===== config.mk =====
export PLATFORM = sky130hd
export DESIGN_NAME = trigger_power_threshold
export DESIGN_NICKNAME = d
export VERILOG_FILES = /design/src/rtl/trigger_power_threshold.sv
export SDC_FILE = /design/constraint.sdc
export NUM_CORES = 2
export LEC_CHECK = 0
export CORE_MARGIN = 2
export CORE_UTILIZATION = 35
export CTS_BUF_LIST = sky130_fd_sc_hd__clkbuf_4
export DETAILED_ROUTE_END_ITERATION = 12
export GPL_TIMING_DRIVEN = 1
export PLACE_DENSITY = 0.6
export SKIP_CTS_REPAIR_TIMING = 1
export SYNTH_ARGS = -nofsm -noshare
export SYNTH_HDL_FRONTEND = slang
export SYNTH_SLANG_ARGS = --single-unit

===== constraint.sdc =====
create_clock -name aclk -period 8.7 [get_ports aclk]
set_clock_uncertainty 0.15 [all_clocks]
set_input_delay 1.74 -clock aclk [delete_from_list [all_inputs] [get_ports aclk]]
set_output_delay 1.74 -clock aclk [all_outputs]
set_load 0.005 [all_outputs]

===== src/rtl/trigger_power_threshold.sv =====
// Sliding-window power trigger: squares each sample, sums a WINDOW_CLKS-clock window,
// and fires a rate-limited single-cycle trigger when the window power exceeds a threshold.
module trigger_power_threshold #(
    parameter int NSAMP       = 8,
    parameter int NBITS       = 12,
    parameter int WINDOW_CLKS = 4,
    parameter int CNT_W       = 16
) (
    input  logic                   aclk,
    input  logic                   aclk_rst_i,
    input  logic [NSAMP*NBITS-1:0] dat_i,
    input  logic                   enable_i,
    input  logic [31:0]            threshold_i,
    input  logic [15:0]            holdoff_i,
    input  logic                   cnt_clear_i,
    output logic [31:0]            power_o,
    output logic                   trig_o,
    output logic [CNT_W-1:0]       trig_count_o,
    output logic                   armed_o
);

    // The square of the most negative sample (-2^(NBITS-1)) is exactly 2^(2*NBITS-2), so
    // SQ_W = 2*NBITS-1 unsigned bits hold every square; the window sum adds log2(#samples) bits.
    localparam int SQ_W  = 2*NBITS - 1;
    localparam int BLK_W = SQ_W + $clog2(NSAMP);
    localparam int RUN_W = SQ_W + $clog2(NSAMP*WINDOW_CLKS);

    typedef enum logic [1:0] {
        IDLE    = 2'd0,
        ARMED   = 2'd1,
        HOLDOFF = 2'd2
    } state_t;

    logic [SQ_W-1:0]  sq [NSAMP];
    logic [BLK_W-1:0] blk_sum;
    logic [BLK_W-1:0] blk;
    logic [BLK_W-1:0] blk_dly [WINDOW_CLKS];
    logic [RUN_W-1:0] run;
    state_t           state;
    logic [15:0]      hcnt;

    function automatic logic [SQ_W-1:0] square(input logic [NBITS-1:0] s);
        logic signed [2*NBITS-1:0] ext;
        logic signed [2*NBITS-1:0] prod;
        ext  = {{NBITS{s[NBITS-1]}}, s};
        prod = ext * ext;
        return prod[SQ_W-1:0];
    endfunction

    // Stage 1: per-sample squares.
    always_ff @(posedge aclk) begin
        if (aclk_rst_i) begin
            for (int k = 0; k < NSAMP; k++) sq[k] <= '0;
        end else begin
            for (int k = 0; k < NSAMP; k++) sq[k] <= square(dat_i[NBITS*k +: NBITS]);
        end
    end

    // NOTE: combinational accumulators use blocking '=' with a default first so no latch is inferred.
    always_comb begin
        blk_sum = '0;
        for (int k = 0; k < NSAMP; k++) blk_sum = blk_sum + BLK_W'(sq[k]);
    end

    // Stages 2 and 3: block sum, window delay line and running sum.
    // NOTE: the delay line is reset explicitly; leaving it uninitialised would let stale
    // pre-reset blocks be subtracted from the fresh running sum and underflow it.
    always_ff @(posedge aclk) begin
        if (aclk_rst_i) begin
            blk <= '0;
            for (int i = 0; i < WINDOW_CLKS; i++) blk_dly[i] <= '0;
            run <= '0;
        end else begin
            blk        <= blk_sum;
            blk_dly[0] <= blk;
            for (int i = 1; i < WINDOW_CLKS; i++) blk_dly[i] <= blk_dly[i-1];
            run <= run + RUN_W'(blk) - RUN_W'(blk_dly[WINDOW_CLKS-1]);
        end
    end

    always_comb begin
        power_o            = '0;
        power_o[RUN_W-1:0] = run;
    end

    // Trigger FSM; trig_o and armed_o are registered alongside the state.
    always_ff @(posedge aclk) begin
        if (aclk_rst_i) begin
            state   <= IDLE;
            hcnt    <= '0;
            trig_o  <= 1'b0;
            armed_o <= 1'b0;
        end else begin
            trig_o <= 1'b0;
            if (!enable_i) begin
                state   <= IDLE;
                armed_o <= 1'b0;
            end else begin
                case (state)
                    IDLE: begin
                        state   <= ARMED;
                        armed_o <= 1'b1;
                    end
                    ARMED: begin
                        if (power_o > threshold_i) begin
                            trig_o  <= 1'b1;
                            hcnt    <= holdoff_i;
                            state   <= HOLDOFF;
                            armed_o <= 1'b0;
                        end
                    end
                    HOLDOFF: begin
                        if (hcnt == '0) begin
                            state   <= ARMED;
                            armed_o <= 1'b1;
                        end else begin
                            hcnt <= hcnt - 16'd1;
                        end
                    end
                    default: begin
                        state   <= IDLE;
                        armed_o <= 1'b0;
                    end
                endcase
            end
        end
    end

    // Saturating count of issued pulses; a simultaneous clear wins.
    always_ff @(posedge aclk) begin
        if (aclk_rst_i || cnt_clear_i) begin
            trig_count_o <= '0;
        end else if (trig_o && (trig_count_o != {CNT_W{1'b1}})) begin
            trig_count_o <= trig_count_o + CNT_W'(1);
        end
    end

endmodule


# Yosys cells after proc, flatten, opt, wreduce, memory -nomap -nowiden
# Memory sizes are Yosys's and may differ from the RTL's.
# Index checks and enable logic that the tools add are counted.
dict set report totals {
  out_inout_bits 50
  word_cells 83
  ramBits 288
  mem_count 2
  register_bits 90
}
dict set report classes {
  mux 25
  n_mul 8
  addsub 11
  eq_ne 6
  reduce_logical 9
  bitwise_logic 14
  order_cmp 1
}
# memory words width read_ports rd_clocked_by_memory_dff write_ports line
set mem_list {}
lappend mem_list {sq 8 23 8 0 8 34} ;# logic [SQ_W-1:0] sq [NSAMP];
lappend mem_list {blk_dly 4 26 4 0 4 37} ;# logic [BLK_W-1:0] blk_dly [WINDOW_CLKS];
# operator n
set op_table {}
lappend op_table {{12-bit by 12-bit multiplier with 23-bit output} 8}
lappend op_table {{23-bit two-way mux} 8}
lappend op_table {{26-bit by 23-bit adder with 26-bit output} 4}
lappend op_table {{26-bit two-way mux} 4}
lappend op_table {{28-bit by 32-bit > comparator with 1-bit output} 1}
lappend op_table {{16-bit two-way mux} 2}
lappend op_table {{16-bit case mux with 2 select lines} 1}
lappend op_table {{28-bit by 26-bit adder with 28-bit output} 1}
lappend op_table {{28-bit by 26-bit subtractor with 28-bit output} 1}
lappend op_table {{25-bit by 23-bit adder with 26-bit output} 1}
lappend op_table {{24-bit by 23-bit adder with 25-bit output} 1}
lappend op_table {{23-bit by 23-bit adder with 24-bit output} 1}
lappend op_table {{16-bit by 1-bit adder with 16-bit output, second input constant} 1}
lappend op_table {{16-bit logical NOT} 1}
lappend op_table {{16-bit != test, second input constant} 1}
lappend op_table {{16-bit by 1-bit subtractor with 16-bit output, second input constant} 1}
lappend op_table {{1-bit bitwise OR} 12}
lappend op_table {{1-bit two-way mux} 6}
lappend op_table {{2-bit != test, second input constant} 3}
lappend op_table {{2-bit case mux with 3 select lines} 1}
lappend op_table {{2-bit two-way mux} 2}
lappend op_table {{4-bit AND reduction} 1}
lappend op_table {{1-bit case mux with 3 select lines} 1}
lappend op_table {{3-bit OR reduction} 1}
lappend op_table {{other kinds (9)} 10}

# Depth between registers and ports, before layout
# An unclocked memory read counts as a cell.
dict set report logic_depth {
  ltp_word 8
  depth_mapped 23
  ltp_nobuf 22
}

# Least setup slack after synthesis
# No wires, ideal clock.
dict set report synth_timing {
  kind {input -> register}
  from {in dat_i[40]}
  to {mem sq[0][88] (netlist bit)}
  t_arrival_ps 6529
  setup_time_ps 132
  t_required_ps 8418
  setup_slack_ps 1890
  path_buffers 1
  path_stages 20
  path_cell_list {clkbuf_1 nand2_1 inv_1 fa_1 fa_1 inv_1 fa_1 inv_1 fa_1 inv_1 fa_1 inv_1 ha_1 or3_1 o21ai_0 a2111oi_0 o41ai_1 nand2_1 a211oi_1 nor3_1}
}
# element line
set synth_lines {}
lappend synth_lines {{start, declared} 11} ;# input logic [NSAMP*NBITS-1:0] dat_i,
lappend synth_lines {{end, declared} 34}

==> impl_metrics.sql <==
INSERT INTO impl_metrics (metric_group, metric, value, unit) VALUES
('clock_tree', 'numClockSinks', '369', ''),
('synth', 'synth.largest_area_cell', 'sky130_fd_sc_hd__fa_1', ''),
('drt', 'detail_route.first_pass.iterations', '5', ''),
('timing', 'rsz0062_at_grt', 'false', ''),
('floorplan', 'width_of_the_chip', '401', 'um'),
('floorplan', 'coreArea', '0.156', 'mm2'),
('drt', 'avgViaCountPerCell', '4.58', ''),
('hold_path', 'hold-path-endpoint', 'blk_dly[2][23]$_SDFF_PP0_', ''),
('critical_path', 'worst_setup_path_start_kind', 'input port', ''),
('critical_path', 'worst_setup_path_end_kind', 'flip-flop', ''),
('global_routing', 'grt_pass1_wl', '212000', 'um'),
('floorplan', 'rows', '145', ''),
('critical_path', 'ff2ff_path_depth', '19', ''),
('timing', 'hold_violations_final', '0', ''),
('drt', 'drc_errors', '0', ''),
('critical_path', 'path_max_fanout', '14', ''),
('global_routing', 'global_route.usage.total', '16.2', '%'),
('clock_tree', 'ctsRootBufferMaster', 'sky130_fd_sc_hd__clkbuf_4', ''),
('finish', 'finalNetCount', '7941', ''),
('timing', 'max-slew-margin-rel', '30.1', '%'),
('clock_tree', 'register_clock_pin_slew_on_the_reported_worst_setup_and_hold_paths', '60', 'ps'),
('floorplan', 'chipHeight', '401', 'um'),
('synth', 'synth_top_cells_by_count', '1661 x sky130_fd_sc_hd__inv_1, 1101 x sky130_fd_sc_hd__fa_1, 519 x sky130_fd_sc_hd__ha_1', ''),
('finish', 'post_route_cells_drive_above_1_share', '3.98', '%'),
('timing', 'actual_slew_at_the_worst_max_slew_pin', '1050', 'ps'),
('critical_path', 'critical_path.reg2reg.startpoint', 'sq[0][25]$_SDFF_PP0_', ''),
('timing', 'period_minus_slack', '7060', 'ps'),
('clock_tree', 'cts_bufs_inserted', '101', ''),
('drt', 'detail-route-antenna-nets', '0', ''),
('synth', 'synth-seq-cells', '369', ''),
('timing', 'final-setup-viol-count', '0', ''),
('critical_path', 'reg2reg_setup_slack', '3470', 'ps'),
('drt', 'detail_route.iter0.violations', '1828', ''),
('synth', 'area_of_the_mapped_netlist', '0.0552', 'mm2'),
('synth', 'synth_cell_types', '75', ''),
('finish', 'area_added_between_synthesis_and_finish', '10.1', '%'),
('flow_run', 'cap_violations', '0', ''),
('global_routing', 'grt_overflow_total', '0', ''),
('synth', 'postSynthAreaPerCell', '9.21', 'um2'),
('drt', 'detail_route.wl_per_cell', '15.0', 'um'),
('floorplan', 'fp.dieArea', '0.161', 'mm2'),
('critical_path', 'cp.required', '9280', 'ps'),
('floorplan', 'starting_density_of_the_core', '35.3', '%'),
('placed_design', 'place.port_buffers', '193', ''),
('placed_design', 'dpl_worst_slack', '755', 'ps'),
('synth', 'synth.yosys.seq_area_share', '13.4', '%'),
('timing', 'max_freq', '142', 'MHz'),
('timing', 'fin_worst_hold_slack', '198', 'ps'),
('synth', 'yosys_most_used_dff', 'sky130_fd_sc_hd__dfxtp_1', ''),
('hold_path', 'timing.hold.worst_path_depth', '1', ''),
('synth', 'yosys.area.top_type_share', '39.9', '%'),
('clock_tree', 'clk_latency', '890', 'ps'),
('synth', 'async_reset_ff_share', '0', '%'),
('critical_path', 'critical_path_at', '7640', 'ps'),
('clock_tree', 'cts_max_level', '3', ''),
('global_routing', 'grt_max_degree', '166', ''),
('clock_tree', 'clock_tree.buffer_depth', '3', ''),
('global_routing', 'grt_antenna_before_repair', '12', ''),
('status', 'outcome', 'finished clean', ''),
('synth', 'synth_warnings', '0', ''),
('placed_design', 'dp_hpwl', '108000', 'um'),
('finish', 'finalCoreUtilization', '38.9', '%'),
('placed_design', 'finalWeightedCongestion', '0.872', ''),
('global_routing', 'first_global_vias', '41600', ''),
('hold_path', 'hold_class', 'reg -> reg', ''),
('critical_path', 'worstSetupPathType', 'in -> reg', ''),
('clock_tree', 'cts_tree', 'built', ''),
('hold_path', 'hold_path_startpoint', 'blk_dly[1][23]$_SDFF_PP0_', ''),
('timing', 'worst_slack', '1640', 'ps'),
('drt', 'totalWireLength', '125000', 'um'),
('timing', 'final-max-slew-violation-count', '0', ''),
('critical_path', 'reg2reg_to', 'blk[24]$_SDFF_PP0_', ''),
('synth', 'synth_cells', '6000', ''),
('synth', 'synth_area_leaders', 'sky130_fd_sc_hd__fa_1 40%, sky130_fd_sc_hd__dfxtp_1 13%, sky130_fd_sc_hd__ha_1 12%, sky130_fd_sc_hd__inv_1 11%, sky130_fd_sc_hd__nand2_1 2.8%', ''),
('synth', 'post-synth-top-count-cell', 'sky130_fd_sc_hd__inv_1', ''),
('floorplan', 'ioPinCount', '198', ''),
('synth', 'synth_enable_flop_cells', '0', ''),
('drt', 'via_total_after_detailed_routing', '38100', ''),
('timing', 'fin_tns_setup', '0', 'ps'),
('timing', 'fin_crit_sh', '81.2', '%');
-- worst max-delay path by stage --
stage	start	endpoint	slack [ps]
after detailed placement	dat_i[12]	sq[0][44]$_SDFF_PP0_	760
final	dat_i[23]	sq[0][44]$_SDFF_PP0_	1640
after global placement	dat_i[12]	sq[0][44]$_SDFF_PP0_	820
after global routing	dat_i[47]	sq[0][90]$_SDFF_PP0_	1140
after floorplan	dat_i[40]	sq[0][88]$_SDFF_PP0_	1890
after CTS	dat_i[12]	sq[0][44]$_SDFF_PP0_	1670
-- critical path, cell delays in order --
cell and delay (ps):
sky130_fd_sc_hd__clkdlybuf4s50_1 800, sky130_fd_sc_hd__clkinv_1 450, sky130_fd_sc_hd__nor2_1 290, sky130_fd_sc_hd__xnor2_1 100, sky130_fd_sc_hd__ha_1 200, sky130_fd_sc_hd__a31o_2 240
sky130_fd_sc_hd__fa_1 540, sky130_fd_sc_hd__fa_1 440, sky130_fd_sc_hd__fa_1 490, sky130_fd_sc_hd__inv_1 50, sky130_fd_sc_hd__fa_1 470, sky130_fd_sc_hd__inv_1 40
sky130_fd_sc_hd__ha_1 320, sky130_fd_sc_hd__a21o_1 220, sky130_fd_sc_hd__nor3_1 240, sky130_fd_sc_hd__a211oi_1 150, sky130_fd_sc_hd__o31a_1 290, sky130_fd_sc_hd__o31ai_1 230
sky130_fd_sc_hd__mux2_2 360
-- stage by stage --
| step | cells | area [um2] |
|---|---|---|
| after CTS | 8314 | 60800 |
| after detailed placement | 8128 | 59400 |
| after global placement | 8128 | 59400 |
| after global routing | 8316 | 60800 |
| after floorplan | 6006 | 55300 |
| final | 8317 | 60800 |
-- sequential cells by signal (all words and copies together) (netlist names) --
| name | cells |
|---|---|
| hcnt | 16 |
| state | 2 |
| trig_o | 1 |
| sq | 176 |
| blk | 26 |
| trig_count_o | 16 |
| run | 28 |
| blk_dly | 104 |
-- area by class of cell --
type | count | area [um2]
Fill cell | 15800 | 95600
Sequential cell | 369 | 7390
Antenna cell | 3 | 7.51
Clock inverter | 49 | 397
Clock buffer | 137 | 1030
Timing Repair Buffer | 218 | 2140
Multi-Input combinational cell | 3814 | 41000
Inverter | 1669 | 6260
Tap cell | 2058 | 2570
-- cells in the final DEF (no fill, tap or decap), drive strengths merged, types with 13 or more instances in the layout --
cell type,count
xor2,91
or2,27
o21ai,97
clkbuf,137
and3,30
or3,21
o21a,36
and2,194
nor2,361
o21bai,13
inv,1670
a21oi,143
nor2b,160
fa,1101
a211oi,39
buf,26
nand2b,40
nor3,88
clkdlybuf4s50,192
o211ai,14
nand3,50
nand4,15
dfxtp,369
clkinv,42
a21o,42
xnor2,134
ha,519
nand2,411
a31oi,32
-- cell families (layout without fill, tap and decap cells) --
kind of cell	count (synthesis)	after routing	synth area share, %
AOI/OAI and AO/OA	510	510	6.06
and+or+nand+nor	1433	1433	12.5
DFF	369	369	13.4
other	2	11	0.0136
xor gates and xnor gates	225	225	3.57
adders and majority gates	1620	1620	51.7
muxes	18	18	0.342
buffers and inverters	1823	2073	12.5
-- per-layer routing --
layer	share of wire, %	vias up	routed length (um)	GRT usage (%)
li1	-	18300	-	-
met1	44	19000	54700	20.9
met2	50	660	61900	28.2
met3	3.5	171	4440	1.99
met4	3.2	10	3960	4.96
met5	0.048	-	60	0
Power is left out: the tool's default activity adds up to more than one toggle a clock period on the data nets, which glitch-free logic cannot reach.
